## src/rtl/ccgrcg_pkg.sv

```systemverilog
// rtl/ccgrcg_pkg.sv - shared layer/expansion functions and mode constants for ccgrcg_pipe
package ccgrcg_pkg;

    // Functions work on a fixed-width carrier; callers pass their real width w (< MAX_W).
    localparam int MAX_W  = 256;
    localparam int IDX_W  = 8;
    localparam int SEQ_OFF = 0;
    localparam int SEQ_ON  = 1;

    function automatic logic [MAX_W-1:0] layer_f(input logic [MAX_W-1:0] s, input int w);
        logic [MAX_W-1:0] r;
        r = '0;
        for (int i = 0; i < MAX_W; i++) begin
            if (i < w) begin
                r[IDX_W'(i)] = s[IDX_W'(i)] ^ (s[IDX_W'((i + 1) % w)] & ~s[IDX_W'((i + 2) % w)]);
            end
        end
        return r;
    endfunction

    function automatic logic [MAX_W-1:0] expand_in(input logic [MAX_W-1:0] x, input int nin, input int w);
        logic [MAX_W-1:0] r;
        r = '0;
        for (int i = 0; i < MAX_W; i++) begin
            if (i < w) begin
                r[IDX_W'(i)] = x[IDX_W'(i % nin)] ^ (((i / nin) % 2) == 1);
            end
        end
        return r;
    endfunction

endpackage

```

## src/rtl/ccgrcg_stage.sv

```systemverilog
// rtl/ccgrcg_stage.sv - one elastic register slice applying the layer function
module ccgrcg_stage
    import ccgrcg_pkg::*;
#(
    parameter int W = 19
) (
    input  logic         clk,
    input  logic         rst,
    input  logic         adv_next,
    output logic         adv,
    input  logic         v_in,
    input  logic [W-1:0] d_in,
    output logic         v,
    output logic [W-1:0] d
);

    logic [MAX_W-1:0] l_full;
    logic             unused_hi;

    assign l_full    = layer_f(MAX_W'(d_in), W);
    assign unused_hi = ^l_full[MAX_W-1:W];

    // An empty slice can always take new data, even while downstream stalls.
    assign adv = ~v | adv_next;

    always_ff @(posedge clk) begin
        if (rst) begin
            v <= 1'b0;
            d <= '0;
        end else if (adv) begin
            v <= v_in;
            if (v_in) begin
                d <= l_full[W-1:0];
            end
        end
    end

endmodule

```

## src/rtl/ccgrcg_pipe.sv

```systemverilog
// rtl/ccgrcg_pipe.sv - pipelined random-logic mapper with elastic handshake and optional accumulator
module ccgrcg_pipe
    import ccgrcg_pkg::*;
#(
    parameter int NUM_IN   = 5,
    parameter int NUM_OUT  = 19,
    parameter int STAGES   = 3,
    parameter int SEQ_MODE = 0,
    parameter int CNT_W    = 16
) (
    input  logic               clk,
    input  logic               rst,
    input  logic               in_valid,
    output logic               in_ready,
    input  logic [NUM_IN-1:0]  x,
    output logic               out_valid,
    input  logic               out_ready,
    output logic [NUM_OUT-1:0] f,
    output logic [CNT_W-1:0]   out_count
);

    localparam int W = NUM_OUT;

    logic [MAX_W-1:0] s0_full;
    logic [W-1:0]     s0;
    logic             unused_s0;
    logic [W-1:0]     d_last;
    logic             xfer;

    assign s0_full   = expand_in(MAX_W'(x), NUM_IN, W);
    assign s0        = s0_full[W-1:0];
    assign unused_s0 = ^s0_full[MAX_W-1:W];

    for (genvar k = 0; k < STAGES; k++) begin : g_stage
        logic         v_in_c;
        logic [W-1:0] d_in_c;
        logic         adv_next_c;
        logic         adv_c;
        logic         v_q;
        logic [W-1:0] d_q;

        if (k == 0) begin : g_first
            assign v_in_c = in_valid;
            assign d_in_c = s0;
        end else begin : g_next
            assign v_in_c = g_stage[k-1].v_q;
            assign d_in_c = g_stage[k-1].d_q;
        end

        if (k == STAGES - 1) begin : g_last
            assign adv_next_c = out_ready;
        end else begin : g_mid
            assign adv_next_c = g_stage[k+1].adv_c;
        end

        ccgrcg_stage #(.W(W)) u_stage (
            .clk      (clk),
            .rst      (rst),
            .adv_next (adv_next_c),
            .adv      (adv_c),
            .v_in     (v_in_c),
            .d_in     (d_in_c),
            .v        (v_q),
            .d        (d_q)
        );
    end

    assign in_ready  = g_stage[0].adv_c;
    assign out_valid = g_stage[STAGES-1].v_q;
    assign d_last    = g_stage[STAGES-1].d_q;
    assign xfer      = out_valid & out_ready;

    if (SEQ_MODE == SEQ_ON) begin : g_acc
        logic [W-1:0] acc;
        assign f = d_last ^ acc;
        always_ff @(posedge clk) begin
            if (rst) begin
                acc <= '0;
            end else if (xfer) begin
                acc <= f;
            end
        end
    end else begin : g_noacc
        assign f = d_last;
    end

    always_ff @(posedge clk) begin
        if (rst) begin
            out_count <= '0;
        end else if (xfer) begin
            out_count <= out_count + CNT_W'(1);
        end
    end

endmodule

```

## config.mk

```make
export PLATFORM = sky130hd
export DESIGN_NAME = ccgrcg_pipe
export DESIGN_NICKNAME = d
export VERILOG_FILES = /design/src/rtl/ccgrcg_pkg.sv /design/src/rtl/ccgrcg_stage.sv /design/src/rtl/ccgrcg_pipe.sv
export SDC_FILE = /design/constraint.sdc
export NUM_CORES = 1
export LEC_CHECK = 0
export CAP_MARGIN = 20
export CORE_ASPECT_RATIO = 1.25
export CORE_UTILIZATION = 51
export CTS_CLUSTER_DIAMETER = 60
export CTS_CLUSTER_SIZE = 16
export DETAILED_ROUTE_END_ITERATION = 6
export GPL_TIMING_DRIVEN = 0
export HOLD_SLACK_MARGIN = 0.05
export PLACE_DENSITY_LB_ADDON = 0.08
export SETUP_SLACK_MARGIN = 0.3
export SKIP_LAST_GASP = 1
export SYNTH_ARGS = -nofsm -noshare
export SYNTH_HDL_FRONTEND = slang
export SYNTH_HIERARCHICAL = 1
export SYNTH_SLANG_ARGS = --single-unit
```

## constraint.sdc

```tcl
create_clock -name clk -period 1.95 [get_ports clk]
set_clock_uncertainty 0.15 [all_clocks]
set_input_delay 0.195 -clock clk [delete_from_list [all_inputs] [get_ports clk]]
set_output_delay 0.195 -clock clk [all_outputs]
set_load 0.005 [all_outputs]
```

==> out/results.txt, run 1 <==
Status -> completed
Final Hold Fails -> 0
Final net count -> 487
WP data required -> 2.07 ns
Via count -> 3,013
Post-Syn Area -> 3890 sq um
Reg2reg path depth -> 10
Global-route wire length before repair -> 13,300 microns
Initial antenna violation count -> 0
Max-capacitance violation count -> 0
Syn_area_per_cell -> 9.55 sq um
Vias per cell -> 5.26
Clk pin slew, worst setup/hold paths -> 0.08 ns
Yosys top cell area share -> 0.391
Fin Setup TNS -> 0 ns
Sequential area share after synthesis -> 0.391
Final wirelength -> 8030 microns
Layout Utilization -> 0.680
CTS root buffer -> clkbuf_8
CP endpoint kind -> register
WHS Path Cells -> 2
Largest net degree at the start of global routing -> 13
Hold Crit Class -> in2reg
Ports -> 46
Hpwl dp -> 5620 microns
Number of remaining DRC errors -> 0
I/O Buffers -> 44
Most common cell after layout, fill and taps aside -> dfxtp_1
Num CTS Buffers -> 9
Most frequent cells in the layout -> 65 x dfxtp_1, 59 x xnor2_1, 57 x nor2b_1, 54 x a21oi_1, 40 x clkdlybuf4s50_1
Critical path class -> reg2reg
FMAX -> 534 MHz
Number of distinct library cells after synthesis -> 26
Clock Tree Buf Depth -> 2
Post-Synthesis Cells -> 407
Ranking of synthesized cells by area -> dfxtp_1 39%, xnor2_1 13%, a211oi_2 9.7%
Final worst-path cycle share -> 0.960
DR iter-0 viols -> 89
Leakage -> 1.71 nW
Antenna Cells -> 0
CTS Sinks -> 76
H-tree levels -> 3
Fill count -> 617
Routed WL per cell -> 14.0 microns
Row cnt -> 35
Pwr Total -> 0.00359 W
Startpoint Class -> register
Mapped Nets -> 417
Area of placed instances -> 4460 sq um
Area of the die -> 7980 sq um
CP arrival -> 1.99 ns
Initial Util -> 0.529
Overall routing resource usage -> 0.212
Seq cells post-synth -> 76
Area leader, netlist -> dfxtp_1
Worst-path fanout max -> 5
Die Wd -> 80.1 microns
Slew of the pin with the lowest slew margin -> 0.703 ns
Final setup violation count -> 0
GRT overflow -> 0
Core ar. -> 7360 sq um
Layout cells sized above 1 -> 0.229
Power Density -> 718 nW/um^2
Worst vdd ir -> 318 uV
Post-DRT Antenna Nets -> 0
CTS tree -> done
Vias in the first global route -> 2,958
Fin crit period -> 1.87 ns
Max-slew violations -> 0
Die Ht -> 99.6 microns
Synthesis-to-finish area growth -> 28.6%
WHS -> 0.112 ns
Unrepaired setup endpoints after global routing -> yes
Yosys warns -> 6
Max-slew headroom -> 0.531
Clock Latency Late Sink -> 0.35 ns
Post-route cell area -> 5000 sq um
Number of detailed-route iterations in the first pass -> 6
Routability cong. -> 0.757
[critical path, cell delays in order (launching register included)]
cell      delay (ns)
dfxtp_4         0.36
nand2b_4        0.05
buf_6           0.11
nand2b_4        0.13
buf_6           0.11
nand2b_4        0.14
buf_6           0.12
and2_4          0.15
buf_8           0.13
buf_8           0.13
a211oi_2        0.21
[timing repair]
| item | in CTS | in global routing |
|---|---|---|
| gates cloned | 1 | 1 |
| hold buffers | 1 | 0 |
| setup buffers | 9 | 3 |
| gates resized for setup | 28 | 25 |
| endpoints found under the hold margin | 1 | 0 |
| pin swaps | 5 | 6 |
| setup endpoints to repair | 42 | 41 |
[report_power, final]
part	internal (W)	leakage (nW)	switching (W)
sequential	0.00163	0.630	0.0000899
clock	0.000729	0.110	0.000548
combinational	0.000313	0.973	0.000278
total	0.00268	1.71	0.000916
[layer usage]
layer,up-vias,part of all wire,global-route usage
met5,-,0,0
met4,0,0.019,0.0824
met3,15,0.037,0.0431
met2,59,0.55,0.417
met1,1381,0.40,0.211
li1,1558,-,-
[logic make-up (layout without fill, tap and decap cells)]
kind of cell,after synthesis,after routing,share of synthesized area
compound gates,122,122,0.232
simple gates,104,104,0.169
flops,76,76,0.391
xor+xnor,70,70,0.158
buf+inv,34,108,0.0463
fa+ha+maj,1,1,0.00322
[worst paths after layout]
path                                      from  slack, ns                              endpoint
max          g_stage[2].u_stage/v$_SDFFE_PP0P_       0.08  g_stage[0].u_stage/d[7]$_SDFFE_PP0P_
min                                        rst       0.11  g_stage[1].u_stage/d[2]$_SDFFE_PP0P_
max reg2reg  g_stage[2].u_stage/v$_SDFFE_PP0P_       0.08  g_stage[0].u_stage/d[7]$_SDFFE_PP0P_
min reg2reg         out_count[15]$_SDFFE_PP0P_       0.34            out_count[15]$_SDFFE_PP0P_
[Yosys cell counts]
cell type,count
nor3_1,1
nand4_4,1
nor4_1,1
and2_4,3
nand2_1,5
buf_2,6
nand4_1,8
or3_1,2
and4_4,2
and2_1,1
a21oi_1,63
nor2_1,13
xnor2_1,59
clkbuf_1,14
dfxtp_1,76
xor2_1,11
and4_1,2
a211oi_1,27
nand2b_4,3
nor2b_1,57
a211oi_2,30
nand3_1,5
ha_1,1
inv_1,8
buf_6,6
o21ai_0,2
[registers in the layout, indices dropped and copies added, names as in the netlist]
name               cells
g_stage.u_stage/v      3
out_count             16
g_stage.u_stage/d     57
[layout make-up]
| class | instances | area [sq um] | area share |
|---|---|---|---|
| inverters | 8 | 30.0 | 0.00600 |
| well taps | 92 | 115 | 0.0230 |
| flip-flops and latches | 76 | 1540 | 0.308 |
| clock inverters | 3 | 42.5 | 0.00851 |
| clock buffers | 12 | 176 | 0.0353 |
| multi-input cells | 297 | 2290 | 0.458 |
| plain buffers | 26 | 195 | 0.0390 |
| repair buffers | 59 | 609 | 0.122 |
[stage by stage]
step           std cells  worst slack [ns]
2_1_floorplan        407             0.187
3_3_place_gp         543            -0.660
3_5_place_dp         543            -0.636
4_1_cts              569            0.0659
5_1_grt              573            0.0180
6_report             573            0.0779
(Power assumes the default switching activity.)
==> inputs of run 2 (changes only) <==
--- a/config.mk
+++ b/config.mk
@@ -5,7 +5,7 @@
 export SDC_FILE = /design/constraint.sdc
 export NUM_CORES = 1
 export LEC_CHECK = 0
-export CAP_MARGIN = 20
+export CAP_MARGIN = 40
 export CORE_ASPECT_RATIO = 1.25
 export CORE_UTILIZATION = 51
 export CTS_CLUSTER_DIAMETER = 60
==> results of run 2 <==
Same layout as run 1: the final DEF is identical, and so are final timing and power.
